===== src/rtl/safebox_pkg.sv =====
// Shared types and widths for the 4-bit safe box.
// Imported by the attempt guard, keypad and alarm stages.
package safebox_pkg;

    localparam int FAIL_W       = 4;
    localparam int SEC_W        = 8;
    localparam int TICK_DIV_DEF = 50000000;

    typedef enum logic [2:0] {
        ARMED = 3'b001,
        OPEN  = 3'b010,
        ALARM = 3'b100
    } guard_state_e;

endpackage


===== src/rtl/sec_tick.sv =====
// One-second prescaler with synchronous restart.
// tick is high for the single cycle the count sits at TICK_DIV-1.
module sec_tick #(
    parameter int TICK_DIV = 50000000
) (
    input  logic clk,
    input  logic rst_n,
    input  logic restart,
    output logic tick
);

    localparam int CW = $clog2(TICK_DIV);
    localparam logic [CW-1:0] LAST = CW'(TICK_DIV - 1);

    logic [CW-1:0] r_cnt;
    logic          w_last;

    assign w_last = (r_cnt == LAST);
    assign tick   = w_last;

    always_ff @(posedge clk) begin
        if (!rst_n || restart) begin
            r_cnt <= '0;
        end else if (w_last) begin
            r_cnt <= '0;
        end else begin
            r_cnt <= r_cnt + 1'b1;
        end
    end

endmodule


===== src/rtl/attempt_guard.sv =====
// Tracks consecutive wrong codes, drives the unlock window
// and holds a timed alarm/lockout after MAX_FAIL failures.
module attempt_guard
    import safebox_pkg::*;
#(
    parameter int MAX_FAIL  = 3,
    parameter int TICK_DIV  = TICK_DIV_DEF,
    parameter int OPEN_SEC  = 5,
    parameter int ALARM_SEC = 30
) (
    input  logic              clk,
    input  logic              rst_n,
    input  logic              check_valid,
    input  logic              check_ok,
    input  logic              alarm_clr,
    output logic              unlocked,
    output logic              alarm,
    output logic              locked_out,
    output logic [FAIL_W-1:0] fail_cnt,
    output logic [SEC_W-1:0]  remain_sec
);

    localparam logic [FAIL_W-1:0] MAX_F   = FAIL_W'(MAX_FAIL);
    localparam logic [FAIL_W:0]   MAX_F_X = (FAIL_W + 1)'(MAX_FAIL);
    localparam logic [SEC_W-1:0]  OPEN_S  = SEC_W'(OPEN_SEC);
    localparam logic [SEC_W-1:0]  ALARM_S = SEC_W'(ALARM_SEC);

    guard_state_e      r_state;
    guard_state_e      w_nxt_state;
    logic [FAIL_W-1:0] r_fail;
    logic [FAIL_W-1:0] w_nxt_fail;
    logic [SEC_W-1:0]  r_remain;
    logic [SEC_W-1:0]  w_nxt_remain;
    logic              r_unlocked;
    logic              r_alarm;
    logic              r_locked;
    logic              w_restart;
    logic              w_tick;
    logic [FAIL_W:0]   w_fail_inc;

    sec_tick #(
        .TICK_DIV (TICK_DIV)
    ) u_sec_tick (
        .clk     (clk),
        .rst_n   (rst_n),
        .restart (w_restart),
        .tick    (w_tick)
    );

    assign w_fail_inc = {1'b0, r_fail} + 1'b1;

    always_ff @(posedge clk) begin
        if (!rst_n) begin
            r_state    <= ARMED;
            r_fail     <= '0;
            r_remain   <= '0;
            r_unlocked <= 1'b0;
            r_alarm    <= 1'b0;
            r_locked   <= 1'b0;
        end else begin
            r_state    <= w_nxt_state;
            r_fail     <= w_nxt_fail;
            r_remain   <= w_nxt_remain;
            r_unlocked <= (w_nxt_state == OPEN);
            r_alarm    <= (w_nxt_state == ALARM);
            r_locked   <= (w_nxt_state == ALARM);
        end
    end

    always_comb begin
        w_nxt_state  = r_state;
        w_nxt_fail   = r_fail;
        w_nxt_remain = r_remain;
        w_restart    = 1'b0;
        unique case (r_state)
            ARMED: begin
                if (alarm_clr) begin
                    w_nxt_fail = '0;
                end else if (check_valid) begin
                    w_restart = 1'b1;
                    if (check_ok) begin
                        w_nxt_state  = OPEN;
                        w_nxt_fail   = '0;
                        w_nxt_remain = OPEN_S;
                    end else if (w_fail_inc < MAX_F_X) begin
                        w_nxt_fail = w_fail_inc[FAIL_W-1:0];
                        w_restart  = 1'b0;
                    end else begin
                        w_nxt_state  = ALARM;
                        w_nxt_fail   = MAX_F;
                        w_nxt_remain = ALARM_S;
                    end
                end
            end
            OPEN: begin
                if (w_tick) begin
                    if (r_remain <= 8'd1) begin
                        w_nxt_state  = ARMED;
                        w_nxt_remain = '0;
                        w_restart    = 1'b1;
                    end else begin
                        w_nxt_remain = r_remain - 1'b1;
                    end
                end
            end
            ALARM: begin
                if (alarm_clr) begin
                    w_nxt_state  = ARMED;
                    w_nxt_fail   = '0;
                    w_nxt_remain = '0;
                    w_restart    = 1'b1;
                end else if (w_tick) begin
                    if (r_remain <= 8'd1) begin
                        w_nxt_state  = ARMED;
                        w_nxt_fail   = '0;
                        w_nxt_remain = '0;
                        w_restart    = 1'b1;
                    end else begin
                        w_nxt_remain = r_remain - 1'b1;
                    end
                end
            end
            default: begin
                // Corrupted one-hot state: fall back to a clean ARMED
                w_nxt_state  = ARMED;
                w_nxt_fail   = '0;
                w_nxt_remain = '0;
                w_restart    = 1'b1;
            end
        endcase
    end

    assign unlocked   = r_unlocked;
    assign alarm      = r_alarm;
    assign locked_out = r_locked;
    assign fail_cnt   = r_fail;
    assign remain_sec = r_remain;

endmodule


===== config.mk =====
export PLATFORM = sky130hd
export DESIGN_NAME = attempt_guard
export DESIGN_NICKNAME = d
export VERILOG_FILES = /design/src/rtl/safebox_pkg.sv /design/src/rtl/sec_tick.sv /design/src/rtl/attempt_guard.sv
export SDC_FILE = /design/constraint.sdc
export NUM_CORES = 1
export LEC_CHECK = 0
export ABC_CLOCK_PERIOD_IN_PS = 1900
export CORE_MARGIN = 8
export CORE_UTILIZATION = 35
export DETAILED_ROUTE_END_ITERATION = 16
export PLACE_DENSITY_LB_ADDON = 0.08
export SETUP_SLACK_MARGIN = 0.05
export SLEW_MARGIN = 30
export SYNTH_ARGS = -nofsm -noshare
export SYNTH_HDL_FRONTEND = slang
export SYNTH_SLANG_ARGS = --single-unit

===== constraint.sdc =====
create_clock -name clk -period 1.9 [get_ports clk]
set_input_delay 0.38 -clock clk [delete_from_list [all_inputs] [get_ports clk]]
set_output_delay 0.38 -clock clk [all_outputs]
set_load 0.03 [all_outputs]

Word-level counts from Yosys, hierarchy flattened
Index checks and enable logic that the tools add are counted.
{"block": "totals", "reg_bits": 43, "input_bits": 5, "out_inout_bits": 15}
{"block": "classes", "add_sub_neg": 3, "n_lt_le_gt_ge": 2, "n_eq_ne": 12, "muxes": 32, "bitwise_logic": 1, "n_reduce_logical": 5}
{"operator": "$mux 8", "n": 7}
{"operator": "$mux 4", "n": 7}
{"operator": "$add 26x1->26 const B", "n": 1}
{"operator": "$eq 26x26->1 const B", "n": 1}
{"operator": "$pmux 8 s3", "n": 1}
{"operator": "$mux 3", "n": 7}
{"operator": "$pmux 4 s3", "n": 1}
{"operator": "$ne 3x3->1 const B", "n": 3}
{"operator": "$pmux 3 s3", "n": 1}
{"operator": "$le 8x1->1 const B", "n": 1}
{"operator": "$sub 8x1->8 const B", "n": 1}
{"operator": "$mux 1", "n": 7}
{"operator": "$eq 3x2->1 const B", "n": 2}
{"operator": "$eq 3x3->1 const B", "n": 2}
{"operator": "$add 4x1->5 const B", "n": 1}
{"operator": "$lt 5x2->1 const B", "n": 1}
{"operator": "$ne 2x2->1 const B", "n": 2}
{"operator": "$reduce_and 4->1", "n": 1}
{"operator": "$eq 3x1->1 const B", "n": 1}
{"operator": "$ne 3x2->1 const B", "n": 1}
{"operator": "$pmux 1 s3", "n": 1}
{"operator": "$reduce_and 3->1", "n": 1}
{"operator": "$reduce_or 2->1", "n": 1}
{"operator": "$logic_not 1->1", "n": 1}
{"operator": "2 further kinds", "n": 2}

Longest topological paths before layout
{"block": "logic_depth", "word_depth": 9, "ltp_mapped": 8}

Modules after synthesis
Synthesis repeated with hierarchy kept, for this count alone.
{"block": "hier_totals", "cells_unflattened": 264, "hier_area_um2": 2279.7}
{"module": "sec_tick", "instances": 1, "cells_each": 145, "area_each_um2": 1252.5, "seq_area_each_um2": 520.5}
{"module": "attempt_guard", "instances": 1, "cells_each": 119, "area_each_um2": 1027.2, "seq_area_each_um2": 340.3}

Least setup slack after synthesis
OpenSTA, ideal clock, no wires.
{"block": "synth_timing", "path_kind": "register to register", "from": "register r_fail[0] (netlist: fail_cnt[0])", "to": "register u_sec_tick.r_cnt[2]", "setup_time_ns": 0.062, "t_arrival_ns": 2.220, "required_ns": 1.838, "setup_slack_ns": -0.382, "path_stages_with_launch": 9, "n_path_buf": 2, "cell_sequence": "dfxtp_1 ha_1 nor2b_1 a2111oi_4 a211oi_1 or3_1 buf_6 buf_8 nor2_4"}
{"block": "synth_via", "elab_chain_len": 9}
{"element": "start: declaration", "line_no": "attempt_guard.sv:30", "rtl": "logic [FAIL_W-1:0] r_fail;"}
{"element": "start signal: assignment", "line_no": "attempt_guard.sv:62", "rtl": "r_fail <= w_nxt_fail;"}
{"element": "$add 4x1->5", "line_no": "attempt_guard.sv:50", "rtl": "assign w_fail_inc = {1'b0, r_fail} + 1'b1;"}
{"element": "$lt 5x2->1", "line_no": "attempt_guard.sv:85", "rtl": "end else if (w_fail_inc < MAX_F_X) begin"}
{"element": "$mux 1", "line_no": "attempt_guard.sv:85"}
{"element": "$mux 1", "line_no": "attempt_guard.sv:81", "rtl": "if (check_ok) begin"}
{"element": "$mux 1", "line_no": "attempt_guard.sv:79", "rtl": "end else if (check_valid) begin"}
{"element": "$mux 1", "line_no": "attempt_guard.sv:77", "rtl": "if (alarm_clr) begin"}
{"element": "$pmux 1 s3", "line_no": "attempt_guard.sv:75", "rtl": "unique case (r_state)"}
{"element": "$logic_or 1x1->1", "line_no": "sec_tick.sv:22", "rtl": "if (!rst_n || restart) begin"}
{"element": "$reduce_or 2->1 (no line)"}
{"element": "end signal: assignment", "line_no": "sec_tick.sv:27", "rtl": "r_cnt <= r_cnt + 1'b1;"}
{"element": "end: declaration", "line_no": "sec_tick.sv:15", "rtl": "logic [CW-1:0] r_cnt;"}
No other way between the ends.
A chain may end at the register's enable or synchronous reset.

Worst setup path after layout
{"block": "layout_timing", "from": "register r_fail[1] (netlist: fail_cnt[1])", "to": "register r_remain[6] (netlist: remain_sec[6])"}
{"block": "layout_via", "elab_chain_len": 4}
{"element": "$add 4x1->5", "line_no": "attempt_guard.sv:50"}
{"element": "$lt 5x2->1", "line_no": "attempt_guard.sv:85"}
{"element": "$ne 3x3->1 (no line)"}
{"element": "$reduce_and 3->1 (no line)"}
{"element": "end signal: assignment", "line_no": "attempt_guard.sv:63", "rtl": "r_remain <= w_nxt_remain;"}
{"element": "end: declaration", "line_no": "attempt_guard.sv:32", "rtl": "logic [SEC_W-1:0] r_remain;"}
No other way between the ends.

==> run_results.csv <==
group,metric,value,unit
status,status,"finished, violations left",
status,violations,"setup timing",
timing,max_freq,498,MHz
timing,grt_setup_unrepaired,"yes",
flow_run,maxCapViolations,0,
grt,antenna_found_initial,0,
power_and_ir_drop,cellLeakagePower,1.48,nW
placed_design,dpl_cell_area,3110,sq um
setup_path,crit_type,"register to register",
min_path,min_path_type,"register to register",
detailed_routing,met2_length,2.97,mm
setup_path,path_buf_inv,1,
power_and_ir_drop,p_per_area,583,nW/um^2
synthesis,ys_top_cells_by_area,"dfxtp_1 (36%), nor2_4 (7.6%), xor2_1 (7.1%)",
timing,setup_violations,31,
layout,n_antenna_cell,0,
placed_design,dp_hpwl,4.16,mm
setup_path,cp_slowest_stage_delay,0.50,ns
power_and_ir_drop,power.sequential.fraction,45.1,%
setup_path,slowest_stage,"or4b_1",
timing,tns,-2.17,ns
floorplan,floorplan.die_area,9620,sq um
setup_path,startpoint_type,"register",
detailed_routing,routed_wl,6.17,mm
detailed_routing,vias_per_cell,5.01,
synthesis,seq_area_frac_synth,36.5,%
setup_path,rr_endpoint,"remain_sec[6]",
timing,holdWs,0.540,ns
clocking,ctsHoldBuffers,0,
setup_path,critPathTopFamily,"simple AND/OR/NAND/NOR gates",
setup_path,required,2.13,ns
clocking,h-tree-depth,2,
floorplan,die_y,98.1,um
floorplan,initial_core_util,35.5,%
layout,drive_gt1_share,42.9,%
min_path,min-delay-start,"fail_cnt[3]",
detailed_routing,drtIter0Drc,85,
min_path,holdPathEnd,"fail_cnt[3]",
floorplan,die_w,98.1,um
timing,fin_crit_sh,106,%
setup_path,crit_start,"fail_cnt[1]",
synthesis,synth_area_leader_cell,"dfxtp_1",
power_and_ir_drop,power,2.12,mW
grt,grt_overflow,0,
timing,slew-limit-headroom,58.0,%
synthesis,syn_nets,272,
synthesis,synth.avg_cell_area,8.97,sq um
timing,worst_pin_slew,0.624,ns
setup_path,rrSetupSlack,-0.11,ns
detailed_routing,wl_met3,253,um
timing,final.setup_skew,0.00627,ns
detailed_routing,wire_per_inst,14.1,um
detailed_routing,top_layer,"met4",
power_and_ir_drop,p_int,1.48,mW
min_path,min_path_cells,2,
synthesis,synth.top_cell.area_share,36.5,%
clocking,numCtsBuffers,5,
clocking,clk_latency,0.30,ns
setup_path,critical_path.cell_chain,"ha_4, nor2b_4, a2111oi_4, buf_4, a21oi_4, nor2_4, or4b_1, a21oi_1",
detailed_routing,dr.pass1.iters,6,
placed_design,globalplace.congestion,0.803,
placed_design,portBuffers,19,
detailed_routing,drc,0,
synthesis,async_flop_share,0,%
setup_path,r2r-start,"fail_cnt[1]",
grt,grt_pass1_vias,2210,
layout,nNetsFinal,365,
grt,grt_max_degree,14,
setup_path,arrival,2.24,ns
power_and_ir_drop,pwr-share-clk,28.9,%
floorplan,rows,30,
timing,slew_violations,0,
clocking,cts_root_buffer,"clkbuf_8",
timing,setup_slack,-0.110,ns
synthesis,ys_ff_latch,43,
detailed_routing,postRouteAntennaNets,0,
power_and_ir_drop,power.switching,645,uW
setup_path,end_kind,"register",
placed_design,place_ws,-0.473,ns
layout,area_delta_synth_final,54.1,%
synthesis,synth_flop_cell,"dfxtp_1",
floorplan,core,6640,sq um
clocking,cts_tree,"done",
grt,grtUsageTotal,13.1,%
timing,period_needed,2.01,ns
synthesis,syn_area,2360,sq um
setup_path,r2r_cells,8,
synthesis,synthCells,263,
clocking,clock-sinks,43,
power_and_ir_drop,vdd.ir_drop.worst,311,uV
power_and_ir_drop,switching_share,30.4,%
detailed_routing,num_vias,2189,
detailed_routing,wl_met1,2.81,mm
timing,hold_viol,0,
setup_path,crit_fanout,5,
floorplan,ios,20,
clocking,clkTransAtPathRegs,0.08,ns
grt,grt_pass1_wl,10.4,mm
layout,fin_area,3630,sq um
clocking,cts.path.max_buffers,2,
synthesis,ys_warn_count,0,
synthesis,synth.distinct_cells,50,
synthesis,synth_edf_count,0,
power_and_ir_drop,pwr-share-comb,26.0,%
worst max path at each step:
stage	to	slack, ns	depth (start not counted)
floorplan	u_sec_tick.r_cnt[0]	-0.09	7
global placement	u_sec_tick.r_cnt[6]	-0.45	6
detailed placement	u_sec_tick.r_cnt[4]	-0.47	6
CTS	u_sec_tick.r_cnt[23]	-0.07	7
global route	remain_sec[7]	-0.25	6
finish	remain_sec[6]	-0.11	8
cell type report:
type / instances / area [sq um]
fill: 610 / 3010
multi-input combinational: 206 / 1680
tap: 80 / 100
sequential: 43 / 880
timing repair buffer: 92 / 858
clock buffer: 7 / 86.3
clock inverter: 1 / 5.00
inverter: 8 / 30.0
worst min-delay path, stage by stage (launching register included):
cell and delay [ns]:
dfxtp_1 0.36, inv_1 0.09, nor2_1 0.05
metal layers:
metal  track usage (%)  vias to the layer above
met1              15.8                     1030
met5                 0                        -
li1                  -                     1112
met3              3.41                        9
met2              21.7                       38
met4              5.04                        0
cell usage after synthesis, types with 2 or more instances:
master    instances
nand3_1          14
xnor2_1           7
inv_1             8
nor3_1            7
a211oi_1          2
nand4_1          11
nor2_2            4
o31ai_1           2
and2_1            2
xor2_1           19
nand2b_1          5
nor4_1            5
and4_1            2
a31oi_1           2
nand2_1          19
dfxtp_1          43
or3_1             6
or4_1             4
nor2_1           25
nor2_4           16
ha_1              4
buf_4             2
o21ai_0           9
and3_1            5
clkbuf_1          2
or2_2             2
o211ai_1          3
nor2b_1           4
a21oi_1           8
registers in the layout, summed over array words and instances (netlist names):
name              flops
remain_sec            8
fail_cnt              4
unlocked              1
locked_out            1
u_sec_tick.r_cnt     26
r_state               3
through the flow:
step | std cells | util, %
after floorplan | 263 | -
after global placement | 417 | 46.9
after detailed placement | 417 | 46.9
after CTS | 429 | 50.4
after global routing | 437 | 54.7
final | 437 | 54.7
cell families after synthesis:
kind of cell / count (synthesis) / synth area share (%)
compound gates: 35 / 10.3
mux: 1 / 0.424
xor+xnor: 26 / 9.66
buf+inv: 15 / 4.19
simple gates: 139 / 36.8
fa+ha+maj: 4 / 2.12
flops: 43 / 36.5
timing repair:
action,CTS,global route
resized for setup,26,51
cloned,1,3
endpoints found under the setup margin,45,52
setup buffers,3,6
pin swaps,10,21
power by group through the flow:
| stage | Combinational, mW | Clock, mW | Sequential [mW] |
|---|---|---|---|
| 3_3_place_gp | 0.424 | 0 | 0.972 |
| 3_5_place_dp | 0.422 | 0 | 0.973 |
| 4_1_cts | 0.485 | 0.644 | 0.956 |
| 2_1_floorplan | 0.223 | 0 | 1.01 |
| 6_report | 0.552 | 0.613 | 0.956 |
| 5_1_grt | 0.598 | 0.680 | 0.963 |
cells in the final DEF, fill, tap and decap left out, types with 3 or more instances in the layout:
cell type,synthesis,routed
buf_4,2,61
dfxtp_1,43,34
nor2_4,16,26
xor2_1,19,19
nand2_1,19,18
nor2_1,25,17
nand3_1,14,12
nand4_1,11,11
dlymetal6s2s_1,0,10
inv_1,8,8
buf_6,1,8
xnor2_1,7,7
clkdlybuf4s50_1,0,7
clkbuf_8,0,6
dfxtp_2,0,6
o21ai_0,9,5
nor3_1,7,5
and3_1,5,5
a21oi_1,8,4
nor4_1,5,4
nand2b_1,5,3
or3_4,0,3
nor2_2,4,3
a21oi_4,0,3
or3_1,6,3
o211ai_1,3,3
dfxtp_4,0,3
Power figures use the tool's default switching activity.
